File: config.mk
export PLATFORM = sky130hd
export DESIGN_NAME = onewire_temp_slave
export DESIGN_NICKNAME = d
export VERILOG_FILES = /design/src/rtl/onewire_temp_slave.sv
export SDC_FILE = /design/constraint.sdc
export NUM_CORES = 1
export LEC_CHECK = 0
export CORE_MARGIN = 1
export CORE_UTILIZATION = 35
export DETAILED_ROUTE_END_ITERATION = 8
export PLACE_DENSITY = 0.54
export REMOVE_ABC_BUFFERS = 1
export SLEW_MARGIN = 25
export SYNTH_ARGS = -nofsm -noshare
export SYNTH_HDL_FRONTEND = slang
export SYNTH_SLANG_ARGS = --single-unit
File: constraint.sdc
create_clock -name i_clk -period 4.65 [get_ports i_clk]
set_clock_uncertainty 0.1 [all_clocks]
set_input_delay 0.93 -clock i_clk [delete_from_list [all_inputs] [get_ports i_clk]]
set_output_delay 0.93 -clock i_clk [all_outputs]
set_load 0.02 [all_outputs]
File: src/rtl/onewire_temp_slave.sv
// 1-Wire responder that looks like a single DS18B20 to the bus master.
// Supports Skip ROM, Convert T and Read Scratchpad. The CRC byte is built while the scratchpad shifts out.
module onewire_temp_slave #(
  parameter int unsigned CLK_HZ       = 24_000_000,
  parameter int unsigned RST_MIN_US   = 400,
  parameter int unsigned PRES_WAIT_US = 30,
  parameter int unsigned PRES_LEN_US  = 120,
  parameter int unsigned SAMPLE_US    = 30
) (
  input  logic        i_clk,
  input  logic        i_rst_n,
  input  logic        i_owr,
  output logic        o_owr,
  input  logic [15:0] i_temp,
  output logic        o_conv_req,
  output logic        o_cmd_valid,
  output logic [7:0]  o_cmd
);

  localparam int unsigned CYC_US      = CLK_HZ / 1_000_000;
  localparam int unsigned RST_MIN_C   = CYC_US * RST_MIN_US;
  localparam int unsigned PRES_WAIT_C = CYC_US * PRES_WAIT_US;
  localparam int unsigned PRES_LEN_C  = CYC_US * PRES_LEN_US;
  localparam int unsigned SAMPLE_C    = CYC_US * SAMPLE_US;
  localparam int unsigned CW_RAW      = $clog2(RST_MIN_C + 1) + 2;
  localparam int unsigned CW          = (CW_RAW > 16) ? CW_RAW : 16;

  typedef logic [CW-1:0] cnt_t;

  localparam cnt_t RST_MIN   = cnt_t'(RST_MIN_C);
  localparam cnt_t PRES_WAIT = cnt_t'(PRES_WAIT_C);
  localparam cnt_t PRES_LEN  = cnt_t'(PRES_LEN_C);
  localparam cnt_t SAMPLE    = cnt_t'(SAMPLE_C);
  localparam cnt_t CNT_MAX   = '1;

  localparam logic [2:0] S_IDLE      = 3'd0;
  localparam logic [2:0] S_PRES_WAIT = 3'd1;
  localparam logic [2:0] S_PRESENCE  = 3'd2;
  localparam logic [2:0] S_ROM_CMD   = 3'd3;
  localparam logic [2:0] S_FUNC_CMD  = 3'd4;
  localparam logic [2:0] S_CONV      = 3'd5;
  localparam logic [2:0] S_TX        = 3'd6;

  logic        sync1_q, sync2_q, prev_q;
  cnt_t        low_cnt_q, low_cnt_d;
  logic [2:0]  state_q, state_d;
  cnt_t        tmr_q, tmr_d;
  logic        slot_act_q, slot_act_d;
  cnt_t        slot_cnt_q, slot_cnt_d;
  logic [2:0]  bit_q, bit_d;
  logic [3:0]  byte_q, byte_d;
  logic [7:0]  rx_q, rx_d;
  logic [7:0]  crc_q, crc_d;
  logic        drive_q, drive_d;
  logic [7:0]  cmd_q, cmd_d;
  logic        cmd_vld_q, cmd_vld_d;
  logic        conv_q, conv_d;
  logic [15:0] temp_q, temp_d;

  logic       fall, rise, bus_rst, slot_end;
  logic [7:0] rx_byte, tx_byte, crc_nxt;
  logic       tx_bit, tx_done, crc_fb;

  assign fall     = prev_q & ~sync2_q;
  assign rise     = ~prev_q & sync2_q;
  assign bus_rst  = rise && (low_cnt_q >= RST_MIN);
  assign slot_end = slot_act_q && (slot_cnt_q == SAMPLE - cnt_t'(1));
  assign rx_byte  = {sync2_q, rx_q[7:1]};

  always_comb begin
    case (byte_q)
      4'd0:    tx_byte = temp_q[7:0];
      4'd1:    tx_byte = temp_q[15:8];
      4'd2:    tx_byte = 8'h4B;
      4'd3:    tx_byte = 8'h46;
      4'd4:    tx_byte = 8'h7F;
      4'd5:    tx_byte = 8'hFF;
      4'd6:    tx_byte = 8'h0C;
      4'd7:    tx_byte = 8'h10;
      default: tx_byte = crc_q;
    endcase
  end

  assign tx_bit  = tx_byte[bit_q];
  assign tx_done = (byte_q == 4'd9);
  // Reflected x^8+x^5+x^4+1; crc_q is frozen while byte 8 shifts out.
  assign crc_fb  = crc_q[0] ^ tx_bit;
  assign crc_nxt = {1'b0, crc_q[7:1]} ^ (crc_fb ? 8'h8C : 8'h00);

  always_comb begin
    state_d    = state_q;
    tmr_d      = tmr_q;
    slot_act_d = slot_act_q;
    slot_cnt_d = slot_cnt_q;
    bit_d      = bit_q;
    byte_d     = byte_q;
    rx_d       = rx_q;
    crc_d      = crc_q;
    drive_d    = drive_q;
    cmd_d      = cmd_q;
    cmd_vld_d  = 1'b0;
    conv_d     = 1'b0;
    temp_d     = temp_q;
    low_cnt_d  = sync2_q ? '0 :
                 (low_cnt_q == CNT_MAX) ? low_cnt_q : low_cnt_q + cnt_t'(1);

    if (bus_rst) begin
      state_d    = S_PRES_WAIT;
      tmr_d      = '0;
      slot_act_d = 1'b0;
      slot_cnt_d = '0;
      bit_d      = '0;
      byte_d     = '0;
      rx_d       = '0;
      crc_d      = '0;
      drive_d    = 1'b0;
    end else begin
      case (state_q)
        S_PRES_WAIT: begin
          tmr_d = tmr_q + cnt_t'(1);
          if (tmr_q == PRES_WAIT - cnt_t'(1)) begin
            state_d = S_PRESENCE;
            tmr_d   = '0;
            drive_d = 1'b1;
          end
        end
        S_PRESENCE: begin
          tmr_d = tmr_q + cnt_t'(1);
          if (tmr_q == PRES_LEN - cnt_t'(1)) begin
            state_d    = S_ROM_CMD;
            drive_d    = 1'b0;
            slot_act_d = 1'b0;
            bit_d      = '0;
          end
        end
        S_ROM_CMD, S_FUNC_CMD: begin
          // A new falling edge before sampling simply restarts the slot.
          if (fall) begin
            slot_act_d = 1'b1;
            slot_cnt_d = '0;
          end else if (slot_end) begin
            slot_act_d = 1'b0;
            rx_d       = rx_byte;
            bit_d      = bit_q + 3'd1;
            if (bit_q == 3'd7) begin
              cmd_d     = rx_byte;
              cmd_vld_d = 1'b1;
              if (state_q == S_ROM_CMD) begin
                state_d = (rx_byte == 8'hCC) ? S_FUNC_CMD : S_IDLE;
              end else begin
                case (rx_byte)
                  8'h44: begin
                    conv_d  = 1'b1;
                    temp_d  = i_temp;
                    state_d = S_CONV;
                  end
                  8'hBE: begin
                    state_d = S_TX;
                    byte_d  = '0;
                    crc_d   = '0;
                  end
                  default: state_d = S_IDLE;
                endcase
              end
            end
          end else if (slot_act_q) begin
            slot_cnt_d = slot_cnt_q + cnt_t'(1);
          end
        end
        S_CONV, S_TX: begin
          // CONV always reads as 1 (conversion done), so it never drives.
          if (fall) begin
            slot_act_d = 1'b1;
            slot_cnt_d = '0;
            drive_d    = (state_q == S_TX) && !tx_done && !tx_bit;
          end else if (slot_end) begin
            slot_act_d = 1'b0;
            drive_d    = 1'b0;
            if (state_q == S_TX && !tx_done) begin
              if (byte_q < 4'd8) crc_d = crc_nxt;
              bit_d = bit_q + 3'd1;
              if (bit_q == 3'd7) byte_d = byte_q + 4'd1;
            end
          end else if (slot_act_q) begin
            slot_cnt_d = slot_cnt_q + cnt_t'(1);
          end
        end
        default: begin
          slot_act_d = 1'b0;
          drive_d    = 1'b0;
        end
      endcase
    end
  end

  always_ff @(posedge i_clk or negedge i_rst_n) begin
    if (!i_rst_n) begin
      sync1_q    <= 1'b1;
      sync2_q    <= 1'b1;
      prev_q     <= 1'b1;
      low_cnt_q  <= '0;
      state_q    <= S_IDLE;
      tmr_q      <= '0;
      slot_act_q <= 1'b0;
      slot_cnt_q <= '0;
      bit_q      <= '0;
      byte_q     <= '0;
      rx_q       <= '0;
      crc_q      <= '0;
      drive_q    <= 1'b0;
      cmd_q      <= '0;
      cmd_vld_q  <= 1'b0;
      conv_q     <= 1'b0;
      temp_q     <= 16'h0550;
    end else begin
      sync1_q    <= i_owr;
      sync2_q    <= sync1_q;
      prev_q     <= sync2_q;
      low_cnt_q  <= low_cnt_d;
      state_q    <= state_d;
      tmr_q      <= tmr_d;
      slot_act_q <= slot_act_d;
      slot_cnt_q <= slot_cnt_d;
      bit_q      <= bit_d;
      byte_q     <= byte_d;
      rx_q       <= rx_d;
      crc_q      <= crc_d;
      drive_q    <= drive_d;
      cmd_q      <= cmd_d;
      cmd_vld_q  <= cmd_vld_d;
      conv_q     <= conv_d;
      temp_q     <= temp_d;
    end
  end

  assign o_owr       = drive_q;
  assign o_conv_req  = conv_q;
  assign o_cmd_valid = cmd_vld_q;
  assign o_cmd       = cmd_q;

endmodule

* Yosys cells after proc, flatten, opt, wreduce, memory -nomap -nowiden *
Cells that the tools add are included.

cells by class
  add/sub/neg operators = 5
  multiply operators = 0
  div/mod/pow operators = 0
  order comparisons = 3
  equal/unequal tests = 41
  shift-type cells = 0
  muxes and demuxes = 79
  bitwise gates (word level) = 9
  reductions and logical operators = 28

operators by type and width
  kind                   count
  $mux 16                9
  $mux 8                 15
  $pmux 8 s8             1
  $add 16x1->16 const B  3
  $mux 3                 15
  $mux 4                 10
  $ne 3x3->1 const B     12
  $eq 16x10->1 const B   2
  $pmux 16 s2            1
  $mux 1                 20
  $reduce_and 10->1      2
  $pmux 3 s3             2
  $eq 16x12->1 const B   1
  $eq 16x16->1 const B   1
  $eq 4x3->1 const B     4
  $eq 8x8->1 const B     2
  $ge 16x14->1 const B   1
  $pmux 8 s2             1
  $reduce_and 7->1       2
  $eq 3x3->1 const B     4
  $reduce_and 3->1       3
  $reduce_bool 3->1      3
  $eq 4x2->1 const B     2
  $eq 8x7->1 const B     1
  other kinds (32)       48

word-level totals
  flip-flop bits (word level) = 105
  bits in latches = 0
  RAM bits = 0
  ROM bits = 0
  input port bits = 19
  output and inout port bits = 11
  word-level logic and storage cells = 182
  memories = 0

* Logic depth before layout (Yosys ltp) *
  depth after elaboration = 13
  mapped depth = 12
  mapped depth without buffers = 10

* Least setup slack after synthesis *
No wires, ideal clock.

  path type = register -> register
  start = register byte_q[0]
  end = register crc_q[3]
  library setup time = 0.135 ns
  arrival time = 2.358 ns
  data required time = 4.415 ns
  slack = 2.058 ns
  cell stages (with the launch flop) = 10
  buffers on the path = 0
  period minus slack after synthesis = 2.592 ns
  cell sequence = dfrtp_1 -> ha_1 -> or4_1 -> nand3_1 -> o221ai_1 -> a32oi_1 -> or3b_1 -> a21oi_1 -> a31oi_1 -> o211ai_1

between the ends
  longest elaborated chain between the ends = 13

RTL lines
  item                                line  RTL
  start, declared                     51    logic [3:0] byte_q, byte_d;
  start signal, assigned              225   byte_q <= byte_d;
  $eq 4x3->1 (tied with other cells)  71    case (byte_q)
  $pmux 8 s8                          71
  $bmux 1 s3                          84    assign tx_bit = tx_byte[bit_q];
  $mux 1 (implied by the code)        84
  $xor 1x1->1                         87    assign crc_fb = crc_q[0] ^ tx_bit;
  $mux 8                              88    assign crc_nxt = {1'b0, crc_q[7:1]} ^ (crc_fb ? 8'h8C : 8'h00);
  $xor 7x8->8                         88
  $mux 8                              180   if (byte_q < 4'd8) crc_d = crc_nxt;
  $mux 8                              179   if (state_q == S_TX && !tx_done) begin
  $mux 8                              176   end else if (slot_end) begin
  $mux 8                              172   if (fall) begin
  $pmux 8 s2                          118   case (state_q)
  $mux 8                              107   if (bus_rst) begin
  end signal, assigned                227   crc_q <= crc_d;
  end, declared                       53    logic [7:0] crc_q, crc_d;

Several ways; a longest one is shown, not always the timed one. The select of a mux whose other input is x is not followed.
A chain may end at the register's enable or synchronous reset.

* Worst setup path in the final report *
  start = register byte_q[1]
  end = register crc_q[2]

Same word-level chain as after synthesis.

==> metrics.cfg <==
[status]
outcome = finished, violations left
violations = design-rule violations

[setup_path]
path_cells = inv_1 -> ha_1 -> nor4_1 -> nor2_1 -> o221ai_1 -> a32oi_1 -> or3b_1 -> a21oi_1 -> a31oi_1 -> o211ai_1
critPathBufInv = 1
required_ns = 4.83
slowest_stage = nor4_1
start_kind = flip-flop
end_kind = flip-flop
path_depth = 10
cpPeakStageDelay_ns = 0.71
setup.worst_path.class = reg -> reg
r2r-start = byte_q[1]
crit_family = simple AND/OR/NAND/NOR gates
crit_fanout = 14
r2r_cells = 10
cp.arrival_ns = 3.40
timing.critical_path.from = byte_q[1]

[pwr]
sw_frac_of_total = 0.2215
p_comb_frac = 0.026
p_per_area_nw_per_um2 = 266.5
p_sw_mw = 0.3814
power_frac_seq = 0.531
p_int_mw = 1.340
p_leak_nw = 2.758
clockPowerShare = 0.442
peakVddDrop_mv = 0.2020

[final_layout]
n_antenna_cell = 0
final_area_um2 = 6461
drive_above_1_share = 0.09919
final_common_cell = dfrtp_1
fillCellCount = 1594
layout_common_cells = dfrtp_1 (97), nor2_1 (70), nand2_1 (43)
layout.cells.non_filler = 831
area_growth_pct = 14.02
final_nets = 639

[grt]
grtUsageMet3 = 0.03716
antenna_found_initial = 0
grt_max_degree = 46
gr-usage-all-layers = 0.1634
grt_use_met1 = 0.2213
busiest_layer = met2
grt-ovfl-total = 0
grtUsageMet2 = 0.2552
grt_pass1_vias = 4228
grt_first_pass_wirelength_um = 21360

[route]
dr.pass1.iters = 7
drt_iter0_drc = 268
via_per_inst = 5.295
route.detailed.drc = 1
routed_wl_um = 12630
drt-wirelength-per-cell_um = 15.20
ant_nets = 0
vias = 4400

[worst_hold_path]
hold_depth = 0
hold_start = sync1_q
worstHoldPathType = reg -> reg

[clock_network]
insertion_delay_ns = 0.36
cts_max_level = 3
ctsResizeCount = 0
clockBufferDepth = 2
ctsRootBufferMaster = clkbuf_16
clock_sinks = 104
cts_tree = done
cts_made_buffers = 9
clk_pin_slew_ns = 0.07
cts_setup_buffers = 0
hold_buffers = 0

[synthesis]
synth_area_leader_cell = dfrtp_1
syn_inst = 590
synth_edf_count = 0
synth-seq-cells = 104
synth_warnings = 0
ys_top_cells_by_area = dfrtp_1 (43%), nor2_1 (4.6%), xor2_1 (3.9%)
seq_area_frac_synth = 0.4608
ys_types = 73
yosysTopAreaCellShare = 0.4284
synth_flop_cell = dfrtp_1
synth_area_um2 = 5667
async_reset_ff_frac = 1.000
syn_area_per_cell_um2 = 9.605

[sta]
finalMaxSlewViolations = 0
setup_violations = 0
rsz0062_at_grt = false
setup_tns_ns = 0
min_period_ns = 3.226
tightestPinTransition_ns = 0.7335
relSlewSlack = 0.4984
fmax_ghz = 0.3100
finalCritPeriodShare = 0.6938
final_hold_viol_count = 0

[floorplan]
start_util = 0.3580
core_area_um2 = 15830
die-area_um2 = 16700
rows = 46
fp.dieW_um = 129.2
dieHeight_um = 129.2
ioPinCount = 30

[place]
placed_cells = 815
place_congestion = 0.8449
numPortBuffers = 29
placed_cell_area_um2 = 6148
dp_hpwl_um = 8835

[flow_run]
maxCapViolCount = 0

## path summary, 6_finish.rpt
check	end	slack (ns)
setup / recovery	crc_q[2]	1.42
hold / removal	sync2_q	0.26
setup reg to reg	crc_q[2]	1.42
hold reg to reg	sync2_q	0.26
max in group asynchronous	sync1_q	3.03
min in group asynchronous	temp_q[3]	0.48
## per-stage QoR
| stage | setup slack, ns | utilization | hold slack, ns | power, mW |
|---|---|---|---|---|
| after floorplan | 1.622 | - | 0.2452 | 0.9399 |
| after global placement | 1.368 | 0.3882 | 0.2495 | 0.9790 |
| after detailed placement | 1.482 | 0.3885 | 0.2494 | 0.9795 |
| after CTS | 1.466 | 0.4076 | 0.2606 | 1.753 |
| after global routing | 1.214 | 0.4082 | 0.2611 | 1.789 |
| final | 1.424 | 0.4082 | 0.2579 | 1.722 |
## worst reg2reg max path, delay by kind of cell (launching register included)
family	cells	cell delay, ns
fa+ha+maj	1	0.36
flops	1	0.42
simple gates	3	1.29
buf+inv	1	0.09
compound gates	5	0.89
## area by class of cell
| class | instances | area [µm²] | share of cell area |
|---|---|---|---|
| multi-input combinational | 444 | 2895 | 0.4481 |
| timing repair buffer | 32 | 310.3 | 0.04802 |
| tap | 216 | 270.3 | 0.04183 |
| sequential | 104 | 2611 | 0.4041 |
| clock inverter | 4 | 36.28 | 0.005616 |
| clock buffer | 12 | 266.5 | 0.04125 |
| inverter | 19 | 71.32 | 0.01104 |
## power by group through the flow
stage          Sequential, mW  Combinational, mW  Clock, mW
2_1_floorplan           0.931            0.00928          0
3_3_place_gp            0.932             0.0469          0
3_5_place_dp            0.932             0.0473          0
4_1_cts                 0.915             0.0477      0.791
5_1_grt                 0.915             0.0526      0.821
6_report                0.915             0.0454      0.762
## cell families (layout without fill, tap and decap cells)
logic type / Yosys count / in the layout / share of synthesized area
compound gates: 117 / 117 / 0.1362
flops: 104 / 104 / 0.4608
fa+ha+maj: 10 / 10 / 0.02208
simple gates: 244 / 244 / 0.2232
mux: 36 / 36 / 0.06977
buf+inv: 42 / 67 / 0.03069
xor+xnor: 37 / 37 / 0.05719
## registers in the layout, indices dropped and copies added (netlist names)
register and cells:
o_conv_req 1, slot_cnt_q 16, rx_q 7, bit_q 3, tmr_q 16, temp_q 16, low_cnt_q 16, sync1_q 1
prev_q 1, o_owr 1, o_cmd_valid 1, crc_q 8, o_cmd 8, slot_act_q 1, sync2_q 1, state_q 3
byte_q 4
## per-layer routing
layer	up-vias	share of wire
li1	2172	-
met1	2141	0.48
met2	74	0.46
met3	13	0.041
met4	0	0.017
met5	-	0
## synth_stat cells (3+ instances only)
master and count:
dfrtp_1 97, nor2_1 70, nand2_1 43, nand3_1 32, o21ai_0 29, xor2_1 25, a21oi_1 20, mux2_2 18
inv_1 17, nand4_1 17, nor3_1 16, clkbuf_1 15, o21ai_1 15, and3_1 14, xnor2_1 12, ha_1 10
mux2_1 10, mux2i_1 8, dfstp_2 7, nor2b_1 7, a22oi_1 6, a22o_1 5, nand3b_1 5, nor4_1 5
a211oi_1 4, and2_1 4, and4_1 4, nand2b_1 4, or3_1 4, a31oi_1 3, buf_2 3, o211ai_1 3
o221ai_1 3
Power figures use the tool's default switching activity.
